[src/rtl/vram_arb_pkg.sv]
// Shared types and constants for the VRAM arbiter and its refresh timer.
package vram_arb_pkg;

  localparam int ADDR_W = 23;
  localparam int DATA_W = 32;

  // Cycles spent waiting for mem_busy to rise before assuming the command
  // was absorbed without a busy period.
  localparam int WAIT_HI_TIMEOUT = 4;

  typedef enum logic [2:0] {
    ST_IDLE,
    ST_CMD,
    ST_WAIT_HI,
    ST_WAIT_LO,
    ST_RESP
  } state_t;

  typedef enum logic [1:0] {
    SRC_NONE,
    SRC_VDP,
    SRC_HI,
    SRC_REF
  } src_t;

  // Fixed priority: urgent refresh, then VDP, then super-res, then a
  // normal refresh. When urgency is disabled the timer never raises it.
  function automatic src_t pick_source(input logic urgent, input logic vdp,
                                       input logic hi, input logic ref_pend);
    src_t src;
    src = SRC_NONE;
    if (urgent) begin
      src = SRC_REF;
    end else if (vdp) begin
      src = SRC_VDP;
    end else if (hi) begin
      src = SRC_HI;
    end else if (ref_pend) begin
      src = SRC_REF;
    end
    return src;
  endfunction

endpackage

[src/rtl/vram_refresh_timer.sv]
// Refresh token generator: an 11-bit interval down-counter hands out one
// token per REFRESH_INTERVAL cycles into a 3-bit saturating token count.
// Optional macro VRAM_ARB_URGENT_REFRESH_EN enables the urgent flag; without
// it the flag stays low and refresh only runs when nothing else is pending.
module vram_refresh_timer #(
  parameter int REFRESH_INTERVAL = 1600,
  parameter int REFRESH_URGENT   = 4
) (
  input  logic clk,
  input  logic reset,
  input  logic grant_i,
  output logic pending_o,
  output logic urgent_o
);

  localparam logic [10:0] RELOAD     = 11'(REFRESH_INTERVAL - 1);
  localparam logic [2:0]  TOKENS_MAX = 3'd7;

  logic [10:0] interval_q, interval_d;
  logic [2:0]  tokens_q, tokens_d;
  logic        tick;

  // Next-state for the interval counter and the token count.
  always_comb begin
    tick       = (interval_q == 11'd0);
    interval_d = tick ? RELOAD : (interval_q - 11'd1);
    tokens_d   = tokens_q;
    if (tick && !grant_i) begin
      if (tokens_q != TOKENS_MAX) begin
        tokens_d = tokens_q + 3'd1;
      end
    end else if (!tick && grant_i) begin
      if (tokens_q != 3'd0) begin
        tokens_d = tokens_q - 3'd1;
      end
    end
  end

  // Counter state registers.
  always_ff @(posedge clk or posedge reset) begin
    if (reset) begin
      interval_q <= RELOAD;
      tokens_q   <= 3'd0;
    end else begin
      interval_q <= interval_d;
      tokens_q   <= tokens_d;
    end
  end

  assign pending_o = (tokens_q != 3'd0);

`ifdef VRAM_ARB_URGENT_REFRESH_EN
  assign urgent_o = (tokens_q >= 3'(REFRESH_URGENT));
`else
  assign urgent_o = 1'b0;
`endif

endmodule

[src/rtl/vram_arbiter.sv]
// VRAM arbiter: shares one SDRAM controller between VDP accesses,
// super-res fetches and periodic refresh. All controller-facing outputs are
// registered. Optional macro VRAM_ARB_URGENT_REFRESH_EN lets a backlog of
// refresh tokens pre-empt the VDP.
module vram_arbiter
  import vram_arb_pkg::*;
#(
  parameter int REFRESH_INTERVAL = 1600,
  parameter int REFRESH_URGENT   = 4
) (
  input  logic              clk,
  input  logic              reset,
  input  logic              mem_enabled,
  input  logic              vdp_req,
  input  logic              vdp_we,
  input  logic [ADDR_W-1:0] vdp_addr,
  input  logic [DATA_W-1:0] vdp_wdata,
  input  logic [1:0]        vdp_wdm,
  output logic              vdp_ack,
  output logic              vdp_rvalid,
  input  logic              hi_req,
  input  logic [ADDR_W-1:0] hi_addr,
  output logic              hi_ack,
  output logic              hi_rvalid,
  output logic [DATA_W-1:0] rdata,
  output logic              mem_read,
  output logic              mem_write,
  output logic              mem_refresh,
  output logic [ADDR_W-1:0] mem_addr,
  output logic [DATA_W-1:0] mem_din,
  output logic [1:0]        mem_wdm,
  input  logic              mem_busy,
  input  logic [DATA_W-1:0] mem_dout
);

  state_t              state_q;
  src_t                src_q;
  src_t                winner;
  logic                we_q;
  logic [1:0]          wait_cnt_q;
  logic [DATA_W-1:0]   dout_q;
  logic [DATA_W-1:0]   rdata_q;
  logic [ADDR_W-1:0]   mem_addr_q;
  logic [DATA_W-1:0]   mem_din_q;
  logic [1:0]          mem_wdm_q;
  logic                mem_read_q, mem_write_q, mem_refresh_q;
  logic                vdp_ack_q, hi_ack_q, vdp_rvalid_q, hi_rvalid_q;
  logic                ref_pending, ref_urgent;
  logic                can_grant, ref_grant;

  vram_refresh_timer #(
    .REFRESH_INTERVAL (REFRESH_INTERVAL),
    .REFRESH_URGENT   (REFRESH_URGENT)
  ) u_timer (
    .clk       (clk),
    .reset     (reset),
    .grant_i   (ref_grant),
    .pending_o (ref_pending),
    .urgent_o  (ref_urgent)
  );

  // Pick the winner and decide whether a grant happens this cycle.
  always_comb begin
    winner    = pick_source(ref_urgent, vdp_req, hi_req, ref_pending);
    can_grant = (state_q == ST_IDLE) && mem_enabled && !mem_busy &&
                (winner != SRC_NONE);
    ref_grant = can_grant && (winner == SRC_REF);
  end

  // Arbiter FSM with registered strobes, acks, read data and command fields.
  always_ff @(posedge clk or posedge reset) begin
    if (reset) begin
      state_q       <= ST_IDLE;
      src_q         <= SRC_NONE;
      we_q          <= 1'b0;
      wait_cnt_q    <= 2'd0;
      dout_q        <= '0;
      rdata_q       <= '0;
      mem_addr_q    <= '0;
      mem_din_q     <= '0;
      mem_wdm_q     <= 2'b00;
      mem_read_q    <= 1'b0;
      mem_write_q   <= 1'b0;
      mem_refresh_q <= 1'b0;
      vdp_ack_q     <= 1'b0;
      hi_ack_q      <= 1'b0;
      vdp_rvalid_q  <= 1'b0;
      hi_rvalid_q   <= 1'b0;
    end else begin
      mem_read_q    <= 1'b0;
      mem_write_q   <= 1'b0;
      mem_refresh_q <= 1'b0;
      vdp_ack_q     <= 1'b0;
      hi_ack_q      <= 1'b0;
      vdp_rvalid_q  <= 1'b0;
      hi_rvalid_q   <= 1'b0;
      case (state_q)
        ST_IDLE: begin
          if (can_grant) begin
            state_q    <= ST_CMD;
            src_q      <= winner;
            wait_cnt_q <= 2'd0;
            case (winner)
              SRC_VDP: begin
                mem_read_q  <= !vdp_we;
                mem_write_q <= vdp_we;
                we_q        <= vdp_we;
                vdp_ack_q   <= 1'b1;
                mem_addr_q  <= vdp_addr;
                mem_din_q   <= vdp_wdata;
                mem_wdm_q   <= vdp_wdm;
              end
              SRC_HI: begin
                mem_read_q <= 1'b1;
                we_q       <= 1'b0;
                hi_ack_q   <= 1'b1;
                mem_addr_q <= hi_addr;
                mem_din_q  <= '0;
                mem_wdm_q  <= 2'b00;
              end
              SRC_REF: begin
                mem_refresh_q <= 1'b1;
                we_q          <= 1'b0;
                mem_addr_q    <= '0;
                mem_din_q     <= '0;
                mem_wdm_q     <= 2'b00;
              end
              default: begin
                we_q <= 1'b0;
              end
            endcase
          end
        end
        ST_CMD: begin
          state_q    <= ST_WAIT_HI;
          wait_cnt_q <= 2'd0;
        end
        ST_WAIT_HI: begin
          if (mem_busy || (wait_cnt_q == 2'(WAIT_HI_TIMEOUT - 1))) begin
            state_q <= ST_WAIT_LO;
          end else begin
            wait_cnt_q <= wait_cnt_q + 2'd1;
          end
        end
        ST_WAIT_LO: begin
          if (!mem_busy) begin
            state_q <= ST_RESP;
            dout_q  <= mem_dout;
          end
        end
        ST_RESP: begin
          state_q <= ST_IDLE;
          if (src_q == SRC_VDP && !we_q) begin
            rdata_q      <= dout_q;
            vdp_rvalid_q <= 1'b1;
          end else if (src_q == SRC_HI) begin
            rdata_q     <= dout_q;
            hi_rvalid_q <= 1'b1;
          end
        end
        default: begin
          state_q <= ST_IDLE;
        end
      endcase
    end
  end

  assign vdp_ack     = vdp_ack_q;
  assign hi_ack      = hi_ack_q;
  assign vdp_rvalid  = vdp_rvalid_q;
  assign hi_rvalid   = hi_rvalid_q;
  assign rdata       = rdata_q;
  assign mem_read    = mem_read_q;
  assign mem_write   = mem_write_q;
  assign mem_refresh = mem_refresh_q;
  assign mem_addr    = mem_addr_q;
  assign mem_din     = mem_din_q;
  assign mem_wdm     = mem_wdm_q;

endmodule

[config.mk]
export PLATFORM = sky130hd
export DESIGN_NAME = vram_arbiter
export DESIGN_NICKNAME = d
export VERILOG_FILES = /design/src/rtl/vram_arb_pkg.sv /design/src/rtl/vram_refresh_timer.sv /design/src/rtl/vram_arbiter.sv
export SDC_FILE = /design/constraint.sdc
export NUM_CORES = 1
export LEC_CHECK = 0
export BUFFER_PORTS_ARGS = -buffer_cell sky130_fd_sc_hd__buf_2
export CORE_UTILIZATION = 40
export DETAILED_ROUTE_END_ITERATION = 7
export PLACE_DENSITY = 0.71
export SLEW_MARGIN = 40
export SYNTH_ARGS = -nofsm -noshare
export SYNTH_HDL_FRONTEND = slang
export SYNTH_HIERARCHICAL = 1
export SYNTH_SLANG_ARGS = --single-unit
[constraint.sdc]
create_clock -name clk -period 5.05 [get_ports clk]
set_input_delay 0.7575 -clock clk [delete_from_list [all_inputs] [get_ports clk]]
set_output_delay 0.7575 -clock clk [all_outputs]
set_load 0.03 [all_outputs]
==> impl_metrics.sql <==
INSERT INTO impl_metrics (metric_group, metric, value, unit) VALUES
('timing', 'hold_viol', '0', ''),
('setup_path', 'critPathLaunchType', 'register', ''),
('layout', 'drive_above_1_share', '51.24', '%'),
('layout', 'area_growth_synth_to_finish', '28.26', '%'),
('logic_synthesis', 'number_of_enable_flip_flop_cells_after_synthesis', '0', ''),
('layout', 'final.fill_count', '1402', ''),
('hold_path', 'min_path_type', 'primary input to asynchronous set/reset pin', ''),
('setup_path', 'path_max_fanout', '25', ''),
('detailed_routing', 'detailedRoute.firstPassIterationCount', '4', ''),
('logic_synthesis', 'netlist_instances', '512', ''),
('job', 'maxCapViolCount', '0', ''),
('detailed_routing', 'count_of_unresolved_drc_violations_after_routing', '0', ''),
('layout', 'postLayoutCellArea', '0.008324', 'mm2'),
('die', 'dieHeight', '129.4', 'um'),
('detailed_routing', 'detail-route-antenna-nets', '0', ''),
('grt', 'first_pass_grt_wire_length', '24.30', 'mm'),
('detailed_routing', 'totalWireLength', '15.45', 'mm'),
('placement', 'io_buffer_count', '214', ''),
('grt', 'grt_pass1_vias', '4872', ''),
('timing', 'timing.final.setup_violations', '0', ''),
('clock_tree', 'clk_latency', '420', 'ps'),
('status', 'status', 'finished clean', ''),
('timing', 'worstMarginPinSlew', '715.6', 'ps'),
('setup_path', 'critical_path_buf_inv_count', '1', ''),
('logic_synthesis', 'ys_ff_latch', '150', ''),
('placement', 'dpl-instance-area', '0.007710', 'mm2'),
('logic_synthesis', 'syn_area_per_cell', '12.68', 'um2'),
('detailed_routing', 'detail_route.wl_per_cell', '16.43', 'um'),
('clock_tree', 'cts_tree', 'done', ''),
('layout', 'number_of_diodes', '0', ''),
('layout', 'nNetsFinal', '838', ''),
('setup_path', 'timing.critical_path.max_delay_family', 'simple AND/OR/NAND/NOR gates', ''),
('die', 'core.rowCount', '46', ''),
('detailed_routing', 'routed_via_density', '5.270', ''),
('clock_tree', 'cts.clk_slew.worst_paths', '60', 'ps'),
('clock_tree', 'hold_buffers', '0', ''),
('setup_path', 'timing_worst_setup_path_type', 'register to register', ''),
('timing', 'fin_worst_skew', '10.31', 'ps'),
('detailed_routing', 'drt_iter0_markers', '304', ''),
('pwr', 'report.power.total', '4.850', 'mW'),
('timing', 'rsz0062_at_grt', 'false', ''),
('timing', 'min_period_over_period', '73.11', '%'),
('setup_path', 'critPathSlowestCell', 'sky130_fd_sc_hd__o21ba_2', ''),
('setup_path', 'worstPathCellList', 'nor2_1 > nand2_1 > o21ba_2 > nor2_1 > ha_1 > nor3b_2 > and3_1 > inv_1 > nand2_1 > fa_1 > o31a_1 > o2111a_1', ''),
('logic_synthesis', 'synth_async_sr_flop_share', '100.0', '%'),
('layout', 'final_cell_mix', 'sky130_fd_sc_hd__buf_2 (214), sky130_fd_sc_hd__dfrtp_1 (142), sky130_fd_sc_hd__mux2_2 (66)', ''),
('die', 'die-area', '0.01674', 'mm2'),
('grt', 'largest_net_degree_at_the_start_of_global_routing', '88', ''),
('setup_path', 'cp_slowest_stage_delay', '560', 'ps'),
('logic_synthesis', 'synth_ff_type', 'sky130_fd_sc_hd__dfrtp_1', ''),
('die', 'die_w', '129.4', 'um'),
('timing', 'fmaxAchievable', '0.2708', 'GHz'),
('pwr', 'irDropWorstVdd', '0.2825', 'mV'),
('logic_synthesis', 'syn-cell-area', '0.006490', 'mm2'),
('clock_tree', 'clock_path_buffers', '2', ''),
('clock_tree', 'post_cts.repair.setup_buffers', '0', ''),
('setup_path', 'cp.arrival', '3990', 'ps'),
('timing', 'maxSlewViolCount', '0', ''),
('clock_tree', 'clock-root-buffer', 'sky130_fd_sc_hd__clkbuf_16', ''),
('logic_synthesis', 'synth_nets', '639', ''),
('grt', 'gr-total-overflow', '0', ''),
('placement', 'place.gp.congestion', '0.8169', ''),
('placement', 'place.detailed.hpwl', '10.91', 'mm'),
('logic_synthesis', 'yosys_warnings', '6', ''),
('clock_tree', 'postCtsResizedCells', '0', ''),
('pwr', 'cellLeakagePower', '4.081', 'nW'),
('die', 'io-pin-count', '215', ''),
('die', 'initial_core_utilization', '40.86', '%'),
('logic_synthesis', 'yosysUniqueCellTypes', '55', ''),
('timing', 'finalWorstPathRequiredPeriod', '3692', 'ps'),
('die', 'core_area', '0.01589', 'mm2');
-- per-layer routing --
layer | GRT usage [%] | wire length, um | vias up
met5 | 0 | 0 | -
met4 | 7.958 | 295 | 0
met3 | 5.739 | 1098 | 20
met2 | 29.70 | 7426 | 223
met1 | 24.21 | 6626 | 2430
li1 | - | - | 2281
-- cell families after synthesis --
group | after synthesis | share of synthesized area [%]
other | 1 | 0.05778
flip-flops | 150 | 57.99
adder cells (fa/ha/maj) | 8 | 1.658
AO/OA/AOI/OAI | 131 | 15.00
buffers and inverters | 52 | 3.740
multiplexers | 68 | 11.76
XOR/XNOR | 6 | 0.8099
AND/OR/NAND/NOR | 96 | 8.984
-- cells in the mapped netlist (2+ instances only) --
| library cell | count | area (um2) |
|---|---|---|
| sky130_fd_sc_hd__nor4_4 | 2 | 42.54 |
| sky130_fd_sc_hd__nor2_1 | 22 | 82.58 |
| sky130_fd_sc_hd__buf_1 | 2 | 7.510 |
| sky130_fd_sc_hd__nor3_1 | 4 | 20.02 |
| sky130_fd_sc_hd__nor4_1 | 2 | 12.51 |
| sky130_fd_sc_hd__o211ai_1 | 25 | 187.7 |
| sky130_fd_sc_hd__buf_6 | 4 | 45.04 |
| sky130_fd_sc_hd__a22o_1 | 7 | 61.31 |
| sky130_fd_sc_hd__buf_4 | 2 | 15.01 |
| sky130_fd_sc_hd__nand3b_1 | 23 | 172.7 |
| sky130_fd_sc_hd__nor3b_1 | 3 | 22.52 |
| sky130_fd_sc_hd__buf_2 | 8 | 40.04 |
| sky130_fd_sc_hd__a211oi_1 | 2 | 15.01 |
| sky130_fd_sc_hd__clkbuf_1 | 25 | 93.84 |
| sky130_fd_sc_hd__o21ai_0 | 5 | 25.02 |
| sky130_fd_sc_hd__xnor2_1 | 3 | 26.28 |
| sky130_fd_sc_hd__and3_1 | 6 | 37.54 |
| sky130_fd_sc_hd__ha_1 | 7 | 87.58 |
| sky130_fd_sc_hd__a22o_2 | 29 | 290.3 |
| sky130_fd_sc_hd__nand2_1 | 14 | 52.55 |
| sky130_fd_sc_hd__nor2b_1 | 3 | 18.77 |
| sky130_fd_sc_hd__a31oi_1 | 23 | 143.9 |
| sky130_fd_sc_hd__mux2i_1 | 2 | 20.02 |
| sky130_fd_sc_hd__or4_1 | 2 | 15.01 |
| sky130_fd_sc_hd__a21oi_1 | 27 | 135.1 |
| sky130_fd_sc_hd__nand3_1 | 5 | 25.02 |
| sky130_fd_sc_hd__inv_1 | 11 | 41.29 |
| sky130_fd_sc_hd__dfrtp_1 | 142 | 3553 |
| sky130_fd_sc_hd__dfstp_2 | 8 | 210.2 |
| sky130_fd_sc_hd__xor2_1 | 3 | 26.28 |
| sky130_fd_sc_hd__mux2_2 | 66 | 743.2 |
| sky130_fd_sc_hd__or3_1 | 2 | 12.51 |
-- sequential cells by signal, summed over array words and instances, names as in the netlist, 2 cells and up --
register	cells
mem_wdm	2
rdata	32
u_timer/interval_q	11
wait_cnt_q	2
u_timer/tokens_q	3
mem_addr	23
dout_q	32
state_q	3
mem_din	32
src_q	2
-- final timing paths --
kind / end / startpoint / depth (start not counted) / slack, ps
setup / recovery: u_timer/tokens_q[1] / u_timer/tokens_q[0] / 12 / 1360
hold reg to reg: u_timer/interval_q[0] / u_timer/interval_q[0] / 1 / 470
min in group clk: u_timer/interval_q[0] / u_timer/interval_q[0] / 1 / 470
max in group asynchronous: rdata[1] / reset / 3 / 3570
setup reg to reg: u_timer/tokens_q[1] / u_timer/tokens_q[0] / 12 / 1360
hold / removal: hi_ack / reset / 2 / 390
-- layout make-up --
| cell class | count | area (um2) | area share [%] |
|---|---|---|---|
| flip-flops and latches | 150 | 3764 | 45.21 |
| well taps | 216 | 270.3 | 3.247 |
| repair buffers | 221 | 1124 | 13.50 |
| inverters | 11 | 48.80 | 0.5862 |
| clock inverters | 10 | 107.6 | 1.293 |
| multi-input cells | 310 | 2516 | 30.23 |
| clock buffers | 22 | 494.2 | 5.937 |
-- metrics by stage --
step           hold slack [ps]  instances  setup WS, ps  util, %
2_1_floorplan            432.7        512         653.0        -
3_3_place_gp             442.3        908          1358    48.52
3_5_place_dp             457.0        908          1210    48.54
4_1_cts                  424.6        940          1437    52.32
5_1_grt                  465.7        940          1067    52.40
6_report                 392.9        940          1358    52.40
-- where the power goes --
part,internal [mW],switching [mW]
clock,0.755,0.504
combinational,0.646,1.05
sequential,1.64,0.258
total,3.04,1.81
No activity file was read; power rests on OpenSTA's default activity.
